<file path="config.mk">
export PLATFORM = sky130hd
export DESIGN_NAME = stopwatch_ctrl
export DESIGN_NICKNAME = d
export VERILOG_FILES = /design/src/rtl/stopwatch_ctrl_pkg.sv /design/src/rtl/key_debounce.sv /design/src/rtl/stopwatch_ctrl.sv
export SDC_FILE = /design/constraint.sdc
export NUM_CORES = 1
export LEC_CHECK = 0
export BUFFER_PORTS_ARGS = -buffer_cell sky130_fd_sc_hd__buf_2
export CAP_MARGIN = 20
export CORE_UTILIZATION = 28
export DETAILED_ROUTE_END_ITERATION = 6
export GPL_ROUTABILITY_DRIVEN = 0
export GPL_TIMING_DRIVEN = 0
export PLACE_DENSITY_LB_ADDON = 0.05
export RECOVER_POWER = 25
export SLEW_MARGIN = 20
export SYNTH_ARGS = -nofsm -noshare
export SYNTH_HDL_FRONTEND = slang
export SYNTH_SLANG_ARGS = --single-unit
</file>
<file path="constraint.sdc">
create_clock -name clk -period 3.1 [get_ports clk]
set_input_delay 0.465 -clock clk [delete_from_list [all_inputs] [get_ports clk]]
set_output_delay 0.465 -clock clk [all_outputs]
set_load 0.1 [all_outputs]
</file>
<file path="src/rtl/stopwatch_ctrl_pkg.sv">
// stopwatch_ctrl_pkg: shared state encodings and default timing parameters
package stopwatch_ctrl_pkg;
  typedef enum logic [1:0] {
    ST_IDLE  = 2'b00,
    ST_RUN   = 2'b01,
    ST_PAUSE = 2'b10
  } state_e;
  localparam int DEF_CLK_HZ     = 50000000;
  localparam int DEF_DEB_CYCLES = 500000;
endpackage

</file>
<file path="src/rtl/key_debounce.sv">
// key_debounce: 2-flop synchronizer, debouncer and one-cycle press pulse for an active-low key
module key_debounce
  import stopwatch_ctrl_pkg::*;
#(
  parameter int DEB_CYCLES = DEF_DEB_CYCLES
) (
  input  logic clk,
  input  logic rst_n,
  input  logic key_i,
  output logic press_o
);
  localparam int CW = $clog2(DEB_CYCLES + 1);
  localparam logic [CW-1:0] C_MAX = CW'(DEB_CYCLES);
  logic [1:0] sync_q;
  logic prev_q, lvl_q, lvl_d, arm_q, arm_d, press_q, press_d, acc;
  logic [CW-1:0] cnt_q, cnt_d;
  always_ff @(posedge clk or negedge rst_n)
    if (!rst_n) begin
      sync_q  <= 2'b11;
      prev_q  <= 1'b1;
      cnt_q   <= '0;
      lvl_q   <= 1'b1;
      arm_q   <= 1'b0;
      press_q <= 1'b0;
    end else begin
      sync_q  <= {sync_q[0], key_i};
      prev_q  <= sync_q[1];
      cnt_q   <= cnt_d;
      lvl_q   <= lvl_d;
      arm_q   <= arm_d;
      press_q <= press_d;
    end
  // cnt counts consecutive equal samples; a key held through reset must be seen released before it may arm
  always_comb begin
    cnt_d   = (sync_q[1] != prev_q) ? CW'(1) : (cnt_q == C_MAX) ? C_MAX : cnt_q + CW'(1);
    acc     = cnt_d == C_MAX;
    lvl_d   = acc ? sync_q[1] : lvl_q;
    arm_d   = arm_q | (acc & sync_q[1]);
    press_d = acc & ~sync_q[1] & lvl_q & arm_q;
  end
  assign press_o = press_q;
endmodule

</file>
<file path="src/rtl/stopwatch_ctrl.sv">
// stopwatch_ctrl: key-driven IDLE/RUN/PAUSE controller with tick prescaler, clear strobe and lap hold
module stopwatch_ctrl
  import stopwatch_ctrl_pkg::*;
#(
  parameter int CLK_HZ     = DEF_CLK_HZ,
  parameter int DEB_CYCLES = DEF_DEB_CYCLES
) (
  input  logic       clk,
  input  logic       rst_n,
  input  logic       key0,
  input  logic       key1,
  input  logic       key2,
  output logic       cnt_en,
  output logic       cnt_clr,
  output logic       hold,
  output logic [1:0] state
);
  localparam int PW = (CLK_HZ > 1) ? $clog2(CLK_HZ) : 1;
  localparam logic [PW-1:0] PRE_MAX = PW'(CLK_HZ - 1);
  logic [1:0] rst_q;
  logic rst_sync_n;
  logic [2:0] keys, ev;
  state_e state_q, state_d;
  logic [PW-1:0] pre_q, pre_d;
  logic en_q, en_d, clr_q, clr_d, hold_q, hold_d, v1, v2, tick;
  always_ff @(posedge clk or negedge rst_n)
    if (!rst_n) rst_q <= 2'b00;
    else rst_q <= {rst_q[0], 1'b1};
  assign rst_sync_n = rst_q[1];
  assign keys = {key2, key1, key0};
  for (genvar i = 0; i < 3; i++) begin : g_key
    key_debounce #(.DEB_CYCLES(DEB_CYCLES)) u_deb (
      .clk    (clk),
      .rst_n  (rst_sync_n),
      .key_i  (keys[i]),
      .press_o(ev[i])
    );
  end
  always_ff @(posedge clk or negedge rst_sync_n)
    if (!rst_sync_n) begin
      state_q <= ST_IDLE;
      pre_q   <= '0;
      en_q    <= 1'b0;
      clr_q   <= 1'b0;
      hold_q  <= 1'b0;
    end else begin
      state_q <= state_d;
      pre_q   <= pre_d;
      en_q    <= en_d;
      clr_q   <= clr_d;
      hold_q  <= hold_d;
    end
  // key1 outranks key0 outranks key2, but only among events valid in the current state
  always_comb begin
    v1      = ev[1] && state_q != ST_RUN;
    v2      = ev[2] && state_q == ST_RUN;
    state_d = state_q;
    hold_d  = hold_q;
    if (v1) state_d = ST_IDLE;
    else if (ev[0]) state_d = (state_q == ST_RUN) ? ST_PAUSE : ST_RUN;
    else if (v2) hold_d = ~hold_q;
    if (state_d == ST_IDLE) hold_d = 1'b0;
    clr_d = v1;
    tick  = state_q == ST_RUN && pre_q == PRE_MAX;
    en_d  = tick;
    pre_d = (state_q == ST_RUN) ? (tick ? '0 : pre_q + PW'(1)) : (state_q == ST_PAUSE) ? pre_q : '0;
  end
  assign cnt_en  = en_q;
  assign cnt_clr = clr_q;
  assign hold    = hold_q;
  assign state   = state_q;
endmodule

</file>
# Word-level counts from Yosys, hierarchy flattened

Index checks and enable logic that the tools add are counted.
W data, S select, Z words.

Bits in registers: 108
Input bits: 5
Output and inout port bits: 5

Add/subtract/negate cells: 4
Eq/ne operators: 16
Muxes and demuxes: 16
Bitwise logic cells: 19
Reductions and logical operators: 6

Operators by type and width:

| kind                    | number |
|---|---|
| $eq A19 B19 Y1 const B  | 6 |
| $mux W19                | 6 |
| $mux W26                | 3 |
| $add A19 B1 Y19 const B | 3 |
| $add A26 B1 Y26 const B | 1 |
| $eq A26 B26 Y1 const B  | 1 |
| $and A1 B1 Y1           | 12 |
| $mux W2                 | 3 |
| $mux W1                 | 4 |
| $ne A2 B1 Y1 const B    | 2 |
| $ne A2 B2 Y1 const B    | 2 |
| $not A1 Y1              | 4 |
| $logic_and A1 B1 Y1     | 3 |
| $ne A1 B1 Y1            | 3 |
| $or A1 B1 Y1            | 3 |
| $reduce_and A3 Y1       | 1 |
| $eq A2 B1 Y1 const B    | 1 |
| $eq A2 B2 Y1 const B    | 1 |
| $logic_not A2 Y1        | 1 |
| $reduce_bool A2 Y1      | 1 |

# Longest topological paths before layout

Gate-level depths: netlist (run 1).

Word-level depth: 7
Gate-level depth with buffers: 9
Mapped depth without buffers: 9

# Modules after synthesis

A second synthesis (run 1) with hierarchy kept.

Cell total of the unflattened synthesis: 648
Area total of the unflattened synthesis: 6229.7 um^2

Modules (own cells, without submodules):

| module         | times used | cells an instance | area an instance (um^2) | seq. area each (um^2) |
|---|---|---|---|---|
| key_debounce   | 3          | 148               | 1456.4                  | 630.6 |
| stopwatch_ctrl | 1          | 204               | 1860.5                  | 825.8 |

# Worst setup path after synthesis (run 1)

OpenSTA, ideal clock, no wires.

Path kind: reg2reg
Start point: register g_key[2].u_deb.cnt_q[2]
End point: register g_key[2].u_deb.lvl_q
Data arrival time: 2.568 ns
Path slack: 0.447 ns
Cell stages (with the launch flop): 10
Path buffers: 2
Period minus slack after synthesis: 2.653 ns
Path through: dfrtp_1 buf_2 nand3_4 or4_4 buf_6 or4_4 a21oi_2 nand4b_1 nor4_2 mux2_1

Cells in the longest elaborated chain, start to end: 4

Ends and longest elaborated chain:

| element                                           | line               | RTL |
|---|---|---|
| from (decl)                                       | key_debounce.sv:16 | `logic [CW-1:0] cnt_q, cnt_d;` |
| from (signal assigned)                            | key_debounce.sv:28 | `cnt_q <= cnt_d;` |
| $add A19 B1 Y19 or $eq A19 B19 Y1 (tied branches) | key_debounce.sv:35 | `cnt_d = (sync_q[1] != prev_q) ? CW'(1) : (cnt_q == C_MAX) ? C_MAX : cnt_q + CW'(1);` |
| $mux W19 * (2 in a row)                           | key_debounce.sv:35 |  |
| via g_key[2].u_deb.cnt_d[17]                      | key_debounce.sv:16 |  |
| $eq A19 B19 Y1 *                                  | key_debounce.sv:36 | `acc = cnt_d == C_MAX;` |
| to (signal assigned)                              | key_debounce.sv:29 | `lvl_q <= lvl_d;` |
| to (decl)                                         | key_debounce.sv:15 | `logic prev_q, lvl_q, lvl_d, arm_q, arm_d, press_q, press_d, acc;` |

The timed path passes the listed nets; every way through them passes the cells marked *.
A chain may end at the register's enable or synchronous reset.

# Worst setup path after layout (run 1)

Start point: register g_key[1].u_deb.cnt_q[0]
End point: register g_key[1].u_deb.lvl_q

Cells in the longest elaborated chain, start to end: 4

Ends and longest elaborated chain:

| element                                           | line |
|---|---|
| from (decl)                                       | key_debounce.sv:16 |
| from (signal assigned)                            | key_debounce.sv:28 |
| $add A19 B1 Y19 or $eq A19 B19 Y1 (tied branches) | key_debounce.sv:35 |
| $mux W19 * (2 in a row)                           | key_debounce.sv:35 |
| $eq A19 B19 Y1 *                                  | key_debounce.sv:36 |
| to (signal assigned)                              | key_debounce.sv:29 |
| to (decl)                                         | key_debounce.sv:15 |

Mark *: on every way between the ends. The rest lies on a longest branch, timed or not.

==> reports/metrics.csv, run 1 <==
stage;metric;value;unit
global_route;grt_overflow_total;0;
detailed_routing;routed_wl;12300;um
logic_synthesis;syn_inst;591;
logic_synthesis;ys_ff_latch;108;
detailed_routing;m1WireLength;6230;um
timing;setup_viol;0;
logic_synthesis;synthArstFlopShare;100;%
final_layout;antenna_cells;0;
floorplanning;core.rowCount;51;
global_route;grt_start_max_net_pins;38;
clocking;clock-sinks;108;
detailed_routing;num_vias;4180;
floorplanning;start_util;28.6;%
outcome;status;complete, no violations;
logic_synthesis;synth_warnings;0;
power;comb_power_share;8.5;%
power;swShare;25.7;%
critical_path;crit_chain;ha_2, and4_1, nand2b_1, clkbuf_2, o211a_1, nor4_1, a31oi_1, or4b_1, mux2_2;
critical_path;arrival;3180;ps
final_layout;layout_common_cells;96 x dfrtp_1, 93 x nor2_1, 44 x nand2_1;
detailed_routing;wl_per_cell;14.0;um
timing;grt_setup_unrepaired;no;
detailed_routing;drtPass1Iterations;4;
critical_path;cpMaxStageDelayCell;or4b_1;
critical_path;r2r_slack;200;ps
global_route;grt_usage;13.2;%
timing;period_needed;2900;ps
logic_synthesis;synth_nets;603;
detailed_routing;drtIter0Drc;205;
min_path;worstHoldStart;key2;
global_route;grt_pass1_vias;4169;
min_path;min_path_cells;1;
job;drv_cap;0;
detailed_routing;wl_met3;355;um
floorplanning;core-area;19500;um^2
critical_path;worstSetupPathType;flop to flop;
critical_path;reg2reg_from;g_key[1].u_deb.cnt_q[0];
clocking;tritoncts;done;
placed_design;hpwl;8640;um
floorplanning;die_area;20500;um^2
clocking;clk_pin_slew_worst_paths;80;ps
timing;tightestPinTransition;1460;ps
detailed_routing;vias_per_cell;4.73;
logic_synthesis;synthFlopType;dfrtp_1;
placed_design;placedCellCount;867;
timing;slew_headroom;2.82;%
global_route;antenna_found_initial;0;
clocking;clk_latency;350;ps
power;power.leakage;2.54;nW
clocking;clock_path_buffers;2;
critical_path;ff2ff_path_depth;9;
min_path;holdCritPathClass;input port to flop;
power;p_sw;0.758;mW
detailed_routing;ant_nets;0;
logic_synthesis;ys_types;59;
critical_path;cp_num_buf_inv;1;
clocking;root_buffer;clkbuf_16;
floorplanning;boundaryPins;10;
floorplanning;die_height;143;um
final_layout;fin_nets;626;
clocking;numCtsBuffers;9;
logic_synthesis;syn_area;5580;um^2
global_route;grt_pass1_wl;21200;um
min_path;hold_path_end;g_key[2].u_deb.sync_q[0];
power;ir_drop;0.232;mV
critical_path;cp-end-kind;flop;
timing;fin_skew;7.97;ps
detailed_routing;drc;0;
timing;setup_tns;0;ps
final_layout;drive_gt1_share;9.05;%
final_layout;fin_cells;884;
detailed_routing;maxUsedRoutingLayer;met4;
power;power.share.sequential;50.7;%
critical_path;timing.rr.end;g_key[1].u_deb.lvl_q;
clocking;htreeDepth;3;
power;power.density;468;nW/um^2
floorplanning;die_x;143;um
timing;fin_crit_sh;93.4;%
final_layout;final_common_cell;dfrtp_1;
detailed_routing;wl_met2;5630;um
final_layout;final_core_util;32.3;%
power;p_int;2.19;mW
critical_path;crit_family;simple AND/OR/NAND/NOR gates;
final_layout;syn2layout_area_growth;12.9;%
logic_synthesis;synth_edf_count;0;
critical_path;cp.required;3380;ps
critical_path;cp_max_fo;10;
timing;fmax;345;MHz
timing;hold_viol;0;
logic_synthesis;post_synth.cell_area_avg;9.44;um^2
critical_path;cp-start-kind;flop;
timing;slew_violations;0;
power;p_clk_share;40.8;%
placed_design;portBuffers;9;
logic_synthesis;synth-seq-area-share;48.7;%
clocking;cts_setup_buffers;0;
critical_path;max_stage_delay;580;ps
-- per-layer routing --
layer	track usage, %	vias up
met5	0	-
met4	3.40	0
met3	3.19	10
met2	20.8	35
met1	17.9	2029
li1	-	2106
-- what timing repair did --
| action | in CTS | in global routing |
|---|---|---|
| gates resized for setup | 0 | 4 |
| setup endpoints to repair | 0 | 13 |
| hold endpoints to repair | 2 | 0 |
| hold buffers | 1 | 0 |
-- flip-flops by register name, summed over array words and instances, names as in the netlist --
register / count
cnt_clr: 1
cnt_en: 1
g_key.u_deb.arm_q: 3
g_key.u_deb.cnt_q: 57
g_key.u_deb.lvl_q: 3
g_key.u_deb.press_o: 3
g_key.u_deb.prev_q: 3
g_key.u_deb.sync_q: 6
hold: 1
pre_q: 26
rst_q: 2
state: 2
-- cells by family after synthesis --
group	count (synthesis)	synth area share [%]
muxes	4	0.785
buffers and inverters	39	2.78
adders and majority gates	7	1.57
DFF	108	48.7
and+or+nand+nor	287	26.7
xor gates and xnor gates	69	10.8
AOI/OAI and AO/OA	76	8.61
other	1	0.0672
-- how the worst max path moves through the flow --
| stage | startpoint | end | cells past startpoint |
|---|---|---|---|
| floorplan | g_key[2].u_deb.cnt_q[2] | g_key[2].u_deb.lvl_q | 9 |
| global placement | g_key[1].u_deb.cnt_q[0] | g_key[1].u_deb.lvl_q | 9 |
| detailed placement | g_key[1].u_deb.cnt_q[0] | g_key[1].u_deb.lvl_q | 9 |
| CTS | g_key[1].u_deb.cnt_q[0] | g_key[1].u_deb.lvl_q | 9 |
| global route | g_key[2].u_deb.cnt_q[2] | g_key[2].u_deb.lvl_q | 9 |
| finish | g_key[1].u_deb.cnt_q[0] | g_key[1].u_deb.lvl_q | 9 |
-- synthesized netlist by cell type (3+ instances only) --
library cell / n / area share [%]
a211o_1: 3 / 0.47
a21oi_1: 15 / 1.3
a31oi_1: 5 / 0.56
and3_1: 8 / 0.90
and4_1: 5 / 0.78
clkbuf_1: 19 / 1.3
dfrtp_1: 96 / 43
dfstp_2: 12 / 5.7
ha_1: 7 / 1.6
inv_1: 18 / 1.2
nand2_1: 44 / 3.0
nand2b_1: 5 / 0.56
nand3_1: 36 / 3.2
nand4_1: 20 / 2.2
nand4b_1: 5 / 0.78
nor2_1: 93 / 6.3
nor2b_1: 5 / 0.56
nor3_1: 16 / 1.4
nor4_1: 9 / 1.0
nor4b_1: 3 / 0.47
o21ai_0: 26 / 2.3
o21bai_1: 3 / 0.40
o31ai_1: 7 / 0.94
or2_2: 5 / 0.56
or3_1: 15 / 1.7
xnor2_1: 32 / 5.0
xor2_1: 37 / 5.8
-- power groups by stage --
stage / registers (mW) / logic [mW] / clock network (mW)
finish: 1.49 / 0.250 / 1.20
global route: 1.50 / 0.288 / 1.30
CTS: 1.50 / 0.258 / 1.27
detailed placement: 1.53 / 0.255 / 0
global placement: 1.54 / 0.229 / 0
floorplan: 1.52 / 0.173 / 0
-- area by class of cell --
| type | count | area [um^2] |
|---|---|---|
| flip-flops and latches | 108 | 2720 |
| inverters | 18 | 67.6 |
| multi-input cells | 444 | 2710 |
| plain buffers | 21 | 88.8 |
| clock buffers | 11 | 243 |
| clock inverters | 5 | 60.1 |
| repair buffers | 12 | 78.8 |
| fillers | 2080 | 13200 |
| well taps | 265 | 332 |
-- metrics by stage --
step                area (um^2)  power (mW)  hold slack, ps  worst slack, ps
floorplan                  5580        1.70             169              447
CTS                        6310        3.03             184            0.733
finish                     6300        2.95             203              205
detailed placement         6000        1.78             255             14.0
global route               6300        3.09             185             13.8
global placement           5960        1.77             254             31.8
(Power assumes the default switching activity.)
==> inputs of run 2 (changes only) <==
==> constraint.sdc (replaced) <==
create_clock -name clk -period 2.64 [get_ports clk]
set_input_delay 0.396 -clock clk [delete_from_list [all_inputs] [get_ports clk]]
set_output_delay 0.396 -clock clk [all_outputs]
set_load 0.1 [all_outputs]
==> run 2 against run 1 <==
Effect of this change: routed wire length up 2.7%; combinational power up 45%; clock skew down 1.1 ps; core utilization up 1.9 points; sequential share of layout area down 2.2 points; cell count up 1.9%; total power up 20%; non-clock buffer count up 17; clock power up 18%; register-to-register slack worse by 130 ps; critical path type unchanged; critical endpoint unchanged.
==> reports/metrics.csv, run 2 (synthesis results as in run 1) <==
stage;metric;value;unit;change
outcome;status;complete, no violations;;
detailed_routing;ant_nets;0;;unchanged
critical_path;cpMaxStageDelayCell;or4b_4;;
timing;period_needed;2570;ps;-326 ps
global_route;grt_start_max_net_pins;50;;+32%
power;comb_power_share;10.2;%;+1.7 points
floorplanning;die_height;143;um;unchanged
timing;hold_viol;0;;unchanged
final_layout;layout_common_cells;93 x nor2_1, 88 x dfrtp_1, 40 x nand2_1;;
critical_path;crit_family;simple AND/OR/NAND/NOR gates;;
final_layout;fin_nets;643;;+2.7%
power;ir_drop;0.284;mV;+22%
critical_path;cp_max_fo;5;;-5
power;power.leakage;2.70;nW;+6.2%
detailed_routing;num_vias;4243;;+1.5%
clocking;clock-sinks;108;;unchanged
power;p_clk_share;40.0;%;-0.8 points
critical_path;cp-start-kind;flop;;
timing;fin_skew;6.84;ps;-1.14 ps
global_route;antenna_found_initial;0;;unchanged
critical_path;r2r_slack;70;ps;-130 ps
min_path;holdCritPathClass;input port to flop;;
floorplanning;core-area;19500;um^2;unchanged
clocking;numCtsBuffers;9;;unchanged
timing;slew_violations;0;;unchanged
global_route;grt_util_met3;3.35;%;+0.17 points
final_layout;top_register;g_key.u_deb.cnt_q;;
detailed_routing;wl_per_cell;14.1;um;+0.78%
final_layout;drive_gt1_share;17.8;%;+8.7 points
global_route;met1_usage;19.1;%;+1.2 points
clocking;clock_path_buffers;2;;unchanged
critical_path;max_stage_delay;510;ps;-70 ps
min_path;worstHoldStart;key2;;
power;swShare;25.3;%;-0.43 points
timing;tightestPinTransition;902;ps;-556 ps
placed_design;dp_slack;-439;ps;-453 ps
floorplanning;boundaryPins;10;;unchanged
detailed_routing;drtIter0Drc;194;;-5.4%
final_layout;largest_reg_flops;57;;unchanged
power;power.share.sequential;49.8;%;-0.9 points
global_route;gr-max-usage-layer;met2;;
critical_path;arrival;2850;ps;-330 ps
final_layout;antenna_cells;0;;unchanged
final_layout;final_common_cell;nor2_1;;
detailed_routing;drtPass1Iterations;5;;+1
global_route;grt_pass1_wl;21900;um;+3.4%
clocking;clk_latency;350;ps;about the same
global_route;grt_pass1_vias;4233;;+1.5%
clocking;clk_pin_slew_worst_paths;70;ps;about the same
timing;setup_viol;0;;unchanged
placed_design;placedCellCount;867;;unchanged
timing;grt_setup_unrepaired;yes;;
power;p_sw;0.894;mW;+18%
timing;setup_slack;71.2;ps;-134 ps
floorplanning;die_x;143;um;unchanged
critical_path;cp.required;2920;ps;-460 ps
timing;slew_headroom;39.9;%;+37 points
clocking;root_buffer;clkbuf_16;;
placed_design;portBuffers;9;;unchanged
critical_path;reg2reg_from;g_key[1].u_deb.cnt_q[11];;
floorplanning;die_area;20500;um^2;unchanged
detailed_routing;drc;0;;unchanged
detailed_routing;routed_wl;12700;um;+2.7%
final_layout;final_core_util;34.2;%;+1.9 points
global_route;grt_overflow_total;0;;unchanged
power;p_int;2.64;mW;+21%
detailed_routing;vias_per_cell;4.71;;-0.41%
placed_design;hpwl;8540;um;-1.2%
min_path;hold_path_end;g_key[2].u_deb.sync_q[0];;
final_layout;reg.largest.list;g_key.u_deb.cnt_q x57, pre_q x26, g_key.u_deb.sync_q x6;;
global_route;grt_usage;13.8;%;+0.60 points
timing;fmax;389;MHz;+13%
floorplanning;core.rowCount;51;;unchanged
clocking;tritoncts;done;;
critical_path;timing.rr.end;g_key[1].u_deb.lvl_q;;
critical_path;cp-end-kind;flop;;
clocking;htreeDepth;3;;unchanged
global_route;use_met2;21.4;%;+0.56 points
job;drv_cap;0;;unchanged
final_layout;fin_cells;901;;+1.9%
timing;fin_crit_sh;97.3;%;+3.9 points
final_layout;syn2layout_area_growth;19.6;%;
min_path;min_path_cells;1;;unchanged
critical_path;ff2ff_path_depth;7;;-2
power;power.density;530;nW/um^2;+13%
power;power;3.54;mW;+20%
critical_path;worstSetupPathType;flop to flop;;
critical_path;crit_chain;or2_2, or3_4, nor4_4, o2111a_1, o211ai_1, or4b_4, mux2_2;;
critical_path;cp_num_buf_inv;0;;-1
floorplanning;start_util;28.6;%;unchanged
run 2: repair_timing:
action / in CTS / in global routing
cloned: 0 / 0
endpoints found under the setup margin: 19 / 25
resized for setup: 24 / 19
hold buffers: 1 / 0
endpoints found under the hold margin: 2 / 0
setup buffers: 15 / 10
pin swaps: 8 / 10
run 2: final cells by class:
cell class / count / area (um^2)
Tap cell: 265 / 332
Clock inverter: 1 / 30.0
Clock buffer: 15 / 268
Fill cell: 2047 / 12900
Sequential cell: 108 / 2730
Buffer: 13 / 67.6
Timing Repair Buffer: 37 / 297
Multi-Input combinational cell: 444 / 2880
Inverter: 18 / 67.6
run 2: stage by stage:
stage / cell area [um^2] / hold slack (ps) / TNS, ps
final: 6670 / 136 / 0
after global routing: 6670 / 117 / -117
after CTS: 6510 / 116 / 0
after detailed placement: 6030 / 183 / -3970
after global placement: 5970 / 181 / -9230
after floorplan: 5590 / 100 / 0
run 2: worst max path at each step:
stage	depth (start not counted)	endpoint	start	slack (ps)
floorplan	8	g_key[2].u_deb.lvl_q	g_key[2].u_deb.cnt_q[7]	2
global placement	9	g_key[1].u_deb.lvl_q	g_key[1].u_deb.cnt_q[0]	-450
detailed placement	9	g_key[1].u_deb.lvl_q	g_key[1].u_deb.cnt_q[0]	-440
CTS	8	g_key[0].u_deb.lvl_q	g_key[0].u_deb.cnt_q[0]	3
global route	8	g_key[0].u_deb.lvl_q	g_key[0].u_deb.cnt_q[7]	-110
finish	7	g_key[1].u_deb.lvl_q	g_key[1].u_deb.cnt_q[11]	70
run 2: power by group through the flow:
stage	clock network, mW	logic (mW)	registers, mW
after floorplan	0	0.208	1.79
after global placement	0	0.275	1.81
after detailed placement	0	0.314	1.79
after CTS	1.49	0.352	1.76
after global routing	1.55	0.411	1.77
final	1.42	0.362	1.76
run 2: layer usage:
| layer | vias up | part of all wire [%] |
|---|---|---|
| li1 | 2143 | - |
| met1 | 2050 | 51 |
| met2 | 42 | 45 |
| met3 | 8 | 3.2 |
| met4 | 0 | 0.95 |
| met5 | - | 0 |
